$ cat src/rtl/tribus_pkg.sv
// Shared types and width helpers for the tristate bus owner arbiter.
package tribus_pkg;

  typedef enum logic [1:0] {
    ST_IDLE  = 2'd0,
    ST_DRIVE = 2'd1,
    ST_TURN  = 2'd2
  } tribus_state_t;

  localparam int DEAD_W = 4;

  // Owner index width; a two-driver bus still needs one bit.
  function automatic int gid_width(input int n);
    return ($clog2(n) < 1) ? 1 : $clog2(n);
  endfunction

  // Hold counter counts 0..MAXHOLD; MAXHOLD=0 still gets a one-bit counter.
  function automatic int hold_width(input int maxhold);
    return ($clog2(maxhold + 1) < 1) ? 1 : $clog2(maxhold + 1);
  endfunction

endpackage

$ cat src/rtl/tribus_rr_pick.sv
// Combinational round-robin picker: first set request scanning up from ptr_i, mod N.
module tribus_rr_pick #(
  parameter int N  = 4,
  parameter int GW = 2
) (
  input  logic [N-1:0]  req_i,
  input  logic [GW-1:0] ptr_i,
  output logic          valid_o,
  output logic [GW-1:0] idx_o
);

  logic [GW-1:0] cand [N];
  logic [N-1:0]  hit;

  // cand[k] is the driver index k places after the pointer.
  for (genvar gi = 0; gi < N; gi++) begin : g_rot
    logic [GW:0] sum;
    assign sum       = {1'b0, ptr_i} + (GW+1)'(gi);
    assign cand[gi]  = (sum >= (GW+1)'(N)) ? GW'(sum - (GW+1)'(N)) : GW'(sum);
    assign hit[gi]   = req_i[cand[gi]];
  end

  always_comb begin
    valid_o = 1'b0;
    idx_o   = '0;
    for (int k = N - 1; k >= 0; k--) begin
      if (hit[k]) begin
        valid_o = 1'b1;
        idx_o   = cand[k];
      end
    end
  end

endmodule

$ cat src/rtl/tribus_arbiter.sv
// Round-robin owner arbiter for a shared tristate net with break-before-make
// turnaround and a bus-keeper enable while nobody drives.
module tribus_arbiter
  import tribus_pkg::*;
#(
  parameter int N       = 4,
  parameter int DEAD    = 1,
  parameter int MAXHOLD = 16,
  localparam int GW     = gid_width(N),
  localparam int HW     = hold_width(MAXHOLD)
) (
  input  logic          clk_i,
  input  logic          rn_i,
  input  logic [N-1:0]  req_i,
  output logic [N-1:0]  en_o,
  output logic [GW-1:0] gid_o,
  output logic          busy_o,
  output logic          keep_o
);

  tribus_state_t     state_q, state_d;
  logic [GW-1:0]     ptr_q, ptr_d;
  logic [HW-1:0]     hold_q, hold_d;
  logic [DEAD_W-1:0] dead_q, dead_d;
  logic [N-1:0]      en_q, en_d;
  logic [GW-1:0]     gid_q, gid_d;
  logic              busy_q, busy_d;
  logic              keep_q, keep_d;

  logic              pick_valid;
  logic [GW-1:0]     pick_idx;
  logic              grant;
  logic              owner_req;
  logic              others_req;
  logic              hold_limit;

  tribus_rr_pick #(.N(N), .GW(GW)) u_pick (
    .req_i   (req_i),
    .ptr_i   (ptr_q),
    .valid_o (pick_valid),
    .idx_o   (pick_idx)
  );

  assign owner_req  = req_i[gid_q];
  assign others_req = |(req_i & ~en_q);
  // >= rather than == so a requester arriving after saturation still preempts.
  assign hold_limit = (MAXHOLD != 0) && (int'(hold_q) >= MAXHOLD - 1);

  always_comb begin
    state_d = state_q;
    ptr_d   = ptr_q;
    hold_d  = hold_q;
    dead_d  = dead_q;
    en_d    = en_q;
    gid_d   = gid_q;
    busy_d  = busy_q;
    keep_d  = keep_q;
    grant   = 1'b0;

    case (state_q)
      ST_IDLE: begin
        grant = pick_valid;
      end
      ST_DRIVE: begin
        if (int'(hold_q) < MAXHOLD) hold_d = hold_q + HW'(1);
        if (!owner_req || (hold_limit && others_req)) begin
          state_d = ST_TURN;
          en_d    = '0;
          busy_d  = 1'b0;
          keep_d  = 1'b1;
          ptr_d   = (gid_q == GW'(N - 1)) ? '0 : gid_q + GW'(1);
          dead_d  = DEAD_W'(DEAD - 1);
        end
      end
      ST_TURN: begin
        if (dead_q == '0) begin
          grant = pick_valid;
          if (!pick_valid) state_d = ST_IDLE;
        end else begin
          dead_d = dead_q - DEAD_W'(1);
        end
      end
      default: begin
        state_d = ST_IDLE;
        en_d    = '0;
        busy_d  = 1'b0;
        keep_d  = 1'b1;
      end
    endcase

    if (grant) begin
      state_d          = ST_DRIVE;
      en_d             = '0;
      en_d[pick_idx]   = 1'b1;
      gid_d            = pick_idx;
      busy_d           = 1'b1;
      keep_d           = 1'b0;
      hold_d           = '0;
    end
  end

  always_ff @(posedge clk_i or negedge rn_i) begin
    if (!rn_i) begin
      state_q <= ST_IDLE;
      ptr_q   <= '0;
      hold_q  <= '0;
      dead_q  <= '0;
      en_q    <= '0;
      gid_q   <= '0;
      busy_q  <= 1'b0;
      keep_q  <= 1'b1;
    end else begin
      state_q <= state_d;
      ptr_q   <= ptr_d;
      hold_q  <= hold_d;
      dead_q  <= dead_d;
      en_q    <= en_d;
      gid_q   <= gid_d;
      busy_q  <= busy_d;
      keep_q  <= keep_d;
    end
  end

  assign en_o   = en_q;
  assign gid_o  = gid_q;
  assign busy_o = busy_q;
  assign keep_o = keep_q;

endmodule

$ cat config.mk
export PLATFORM = sky130hd
export DESIGN_NAME = tribus_arbiter
export DESIGN_NICKNAME = d
export VERILOG_FILES = /design/src/rtl/tribus_pkg.sv /design/src/rtl/tribus_rr_pick.sv /design/src/rtl/tribus_arbiter.sv
export SDC_FILE = /design/constraint.sdc
export NUM_CORES = 1
export LEC_CHECK = 0
export BUFFER_PORTS_ARGS = -buffer_cell sky130_fd_sc_hd__buf_2
export CORE_MARGIN = 3
export CORE_UTILIZATION = 60
export CTS_BUF_LIST = sky130_fd_sc_hd__clkbuf_8
export CTS_CLUSTER_SIZE = 12
export DETAILED_ROUTE_END_ITERATION = 8
export PLACE_DENSITY = 0.87
export SLEW_MARGIN = 20
export SYNTH_ARGS = -nofsm -noshare
export SYNTH_HDL_FRONTEND = slang
export SYNTH_HIERARCHICAL = 1
export SYNTH_SLANG_ARGS = --single-unit
$ cat constraint.sdc
create_clock -name clk_i -period 2.6 [get_ports clk_i]
set_clock_uncertainty 0.2 [all_clocks]
set_input_delay 0.65 -clock clk_i [delete_from_list [all_inputs] [get_ports clk_i]]
set_output_delay 0.65 -clock clk_i [all_outputs]
set_load 0.005 [all_outputs]
==> out/results.tsv <==
metric	value	unit
Die Wd	51.87	µm
Worst-Skew Late Latency	0.27	ns
drt pass-1 iters	4	
DR DRC count	0	
number of synthesized register bits	21	
Detailed Place HPWL	2069	µm
H-tree depth	1	
antenna violations before repair	0	
synth cell count leaders	dfrtp_1, o21ai_0, nand2_1	
top post-synthesis cells by area	dfrtp_1, o21ai_0, ha_1, nand2b_1, nand2_1	
synth warn	6	
outcome	finished, final reports clean	
Worst Max-Slew Pin Slew	0.4998	ns
Crit. End Element	flop	
count of hold-fix buffers inserted at cts	0	
diodes inserted	0	
power density cells	1179	nW/µm²
Setup TNS	0	ns
Max Freq	0.4079	GHz
aggregate routed wire length	2696	µm
core box area	1858	µm²
die area	2691	µm²
Simple-Gate Fraction of Synth Area	20.02	%
R2R depth	8	
Startpoint Class	flop	
Slew HR	66.48	%
Max Cap Viol	0	
Post-synth EDFFs	0	
clk sinks	21	
compound-gate portion of the synthesized area	22.79	%
mux contribution to synthesized area	4.262	%
CTS tree	done	
Pwr Total	1.683	mW
worst vdd ir	704.0	µV
# nets final	167	
Final Critical Period	2.452	ns
top cell type's share of synthesized area	39.64	%
Leak	0.6402	nW
Die Y	51.87	µm
cell area after synthesis	1262	µm²
# rows	15	
flop-to-flop setup slack	0.15	ns
Seq. cell area	526.8	µm²
remaining antenna violation count	0	
GPL Wtd Cong	0.8121	
terminus of the critical flop-to-flop path	busy_o$_DFFE_PN0P_	
sequential-to-total area share from yosys stat	41.72	%
Mapped Cells	134	
iteration-0 DRC count of the detailed router	28	
initial cell density of the core	67.95	%
ys async rst share	100.0	%
GR Overflow Total	0	
first-pass GRT wire length	4809	µm
number of global-route vias before repair	1054	
WHS	0.1214	ns
CTS root buffer	clkbuf_8	
RSZ-0062 raised after global routing	no	
worst hold path class	input pin to asynchronous set/reset pin	
post-cts gate resize count	0	
top cell type by total area after synthesis	dfrtp_1	
reg2reg start	hold_q[0]$_DFFE_PN0P_	
Worst Path Max Fanout	4	
fraction of layout cells with a size suffix above 1	19.61	%
Post-CTS Setup Repair Bufs	0	
Avg Cell Area, Syn	9.421	µm²
Tot GR Track Use	24.73	%
I/O Pins	14	
fillers	133	
xor and xnor area share after synthesis	0	%
Max Transition Viols Final	0	
TritonCTS Buffers	3	
final-report hold violation count	0	
Crit Path Category	flop to flop	
average wire per standard cell	15.15	µm
top_reg_cell synth	dfrtp_1	
Worst EP required	2.55	ns
Via Count	1059	
Via density	5.949	
Reg clk slew, reported paths	0.08	ns
Port Buf Inserts	13	
Area Growth Syn to Fin	13.08	%
largest family of logic cells by synthesized area	compound AO/OA/AOI/OAI gates	
Yosys cell types	36	
CTS Buffer Depth	2	
multi-input logic area	686.9	µm²
largest net degree at the start of global routing	22	
final setup vio count	0	
Mapped Nets	147	
Tcrit/Tclk final	94.30	%
adder-cell share of the synthesized area	6.938	%
Critical Path AT	2.40	ns
-- kinds of logic after synthesis --
kind of cell	after synthesis
AO/OA/AOI/OAI	42
adder cells (fa/ha/maj)	7
buffers and inverters	13
flip-flops	21
multiplexers	5
AND/OR/NAND/NOR	46
-- metal layers --
layer	track usage, %	up-vias	routed length (µm)
li1	-	519	-
met2	40.79	26	1334
met1	31.48	507	1192
met5	0	-	0
met4	11.79	0	54
met3	3.725	7	115
-- critical path: stages (launching register included) --
cell and delay, ns:
dfrtp_1 0.41, ha_1 0.24, and3_1 0.19, ha_1 0.17, nor2_1 0.08, o21ai_1 0.14, a2111oi_4 0.38, or2_1 0.19
mux2_1 0.33
-- report_power, final --
part           switching (mW)  total, mW  internal [mW]
clock                   0.112      0.219          0.107
combinational           0.477      0.865          0.388
sequential              0.130      0.599          0.469
total                   0.719       1.68          0.964
-- final cells by class --
| cell class | instances | share of cell area (%) |
|---|---|---|
| clock buffers | 3 | 2.892 |
| inverters | 11 | 2.892 |
| multi-input cells | 100 | 48.12 |
| well taps | 25 | 2.191 |
| flip-flops and latches | 21 | 36.90 |
| repair buffers | 17 | 6.661 |
| clock inverters | 1 | 0.3506 |
-- through the flow --
stage	std cells	worst slack, ns	util, %	instance area [µm²]
5_1_grt	178	0.005442	76.84	1428
2_1_floorplan	134	0.2830	-	1262
3_5_place_dp	174	0.1463	74.07	1376
3_3_place_gp	174	0.2195	74.07	1376
4_1_cts	178	0.1186	76.57	1423
6_report	178	0.1482	76.84	1428
-- worst max-delay path by stage --
stage	to	depth (start not counted)	from	slack, ns
6_report	busy_o$_DFFE_PN0P_	8	hold_q[0]$_DFFE_PN0P_	0.15
5_1_grt	busy_o$_DFFE_PN0P_	8	hold_q[0]$_DFFE_PN0P_	0.005
4_1_cts	ptr_q[1]$_DFFE_PN0P_	8	hold_q[0]$_DFFE_PN0P_	0.12
3_5_place_dp	ptr_q[1]$_DFFE_PN0P_	8	hold_q[0]$_DFFE_PN0P_	0.15
3_3_place_gp	ptr_q[1]$_DFFE_PN0P_	8	hold_q[0]$_DFFE_PN0P_	0.22
2_1_floorplan	busy_o$_DFFE_PN0P_	8	hold_q[0]$_DFFE_PN0P_	0.28
-- placed cells by master, fill, tap and decap left out, drive strengths merged --
master and count:
or2 2, and4bb 1, o21a 3, dfrtp 20, nor2b 1, nand3 3, mux2i 2, clkbuf 3
a211oi 4, dfstp 1, o22ai 2, and2 1, mux2 3, o41ai 2, nand2b 10, nor3 1
inv 11, ha 7, o211ai 2, nand3b 4, o31ai 3, clkinv 1, nand2 12, and3 1
nor2 7, o21ai 23, buf 17, o2111ai 1, a21oi 1, a2111oi 1, nor3b 2, or4 1
-- state kept, by name (all words and copies together), names as in the netlist --
name and cells:
state_q 2, busy_o 1, hold_q 5, ptr_q 2
en_o 4, keep_o 1, dead_q 4, gid_o 2
Note: power is estimated with default switching activity, not from simulation.
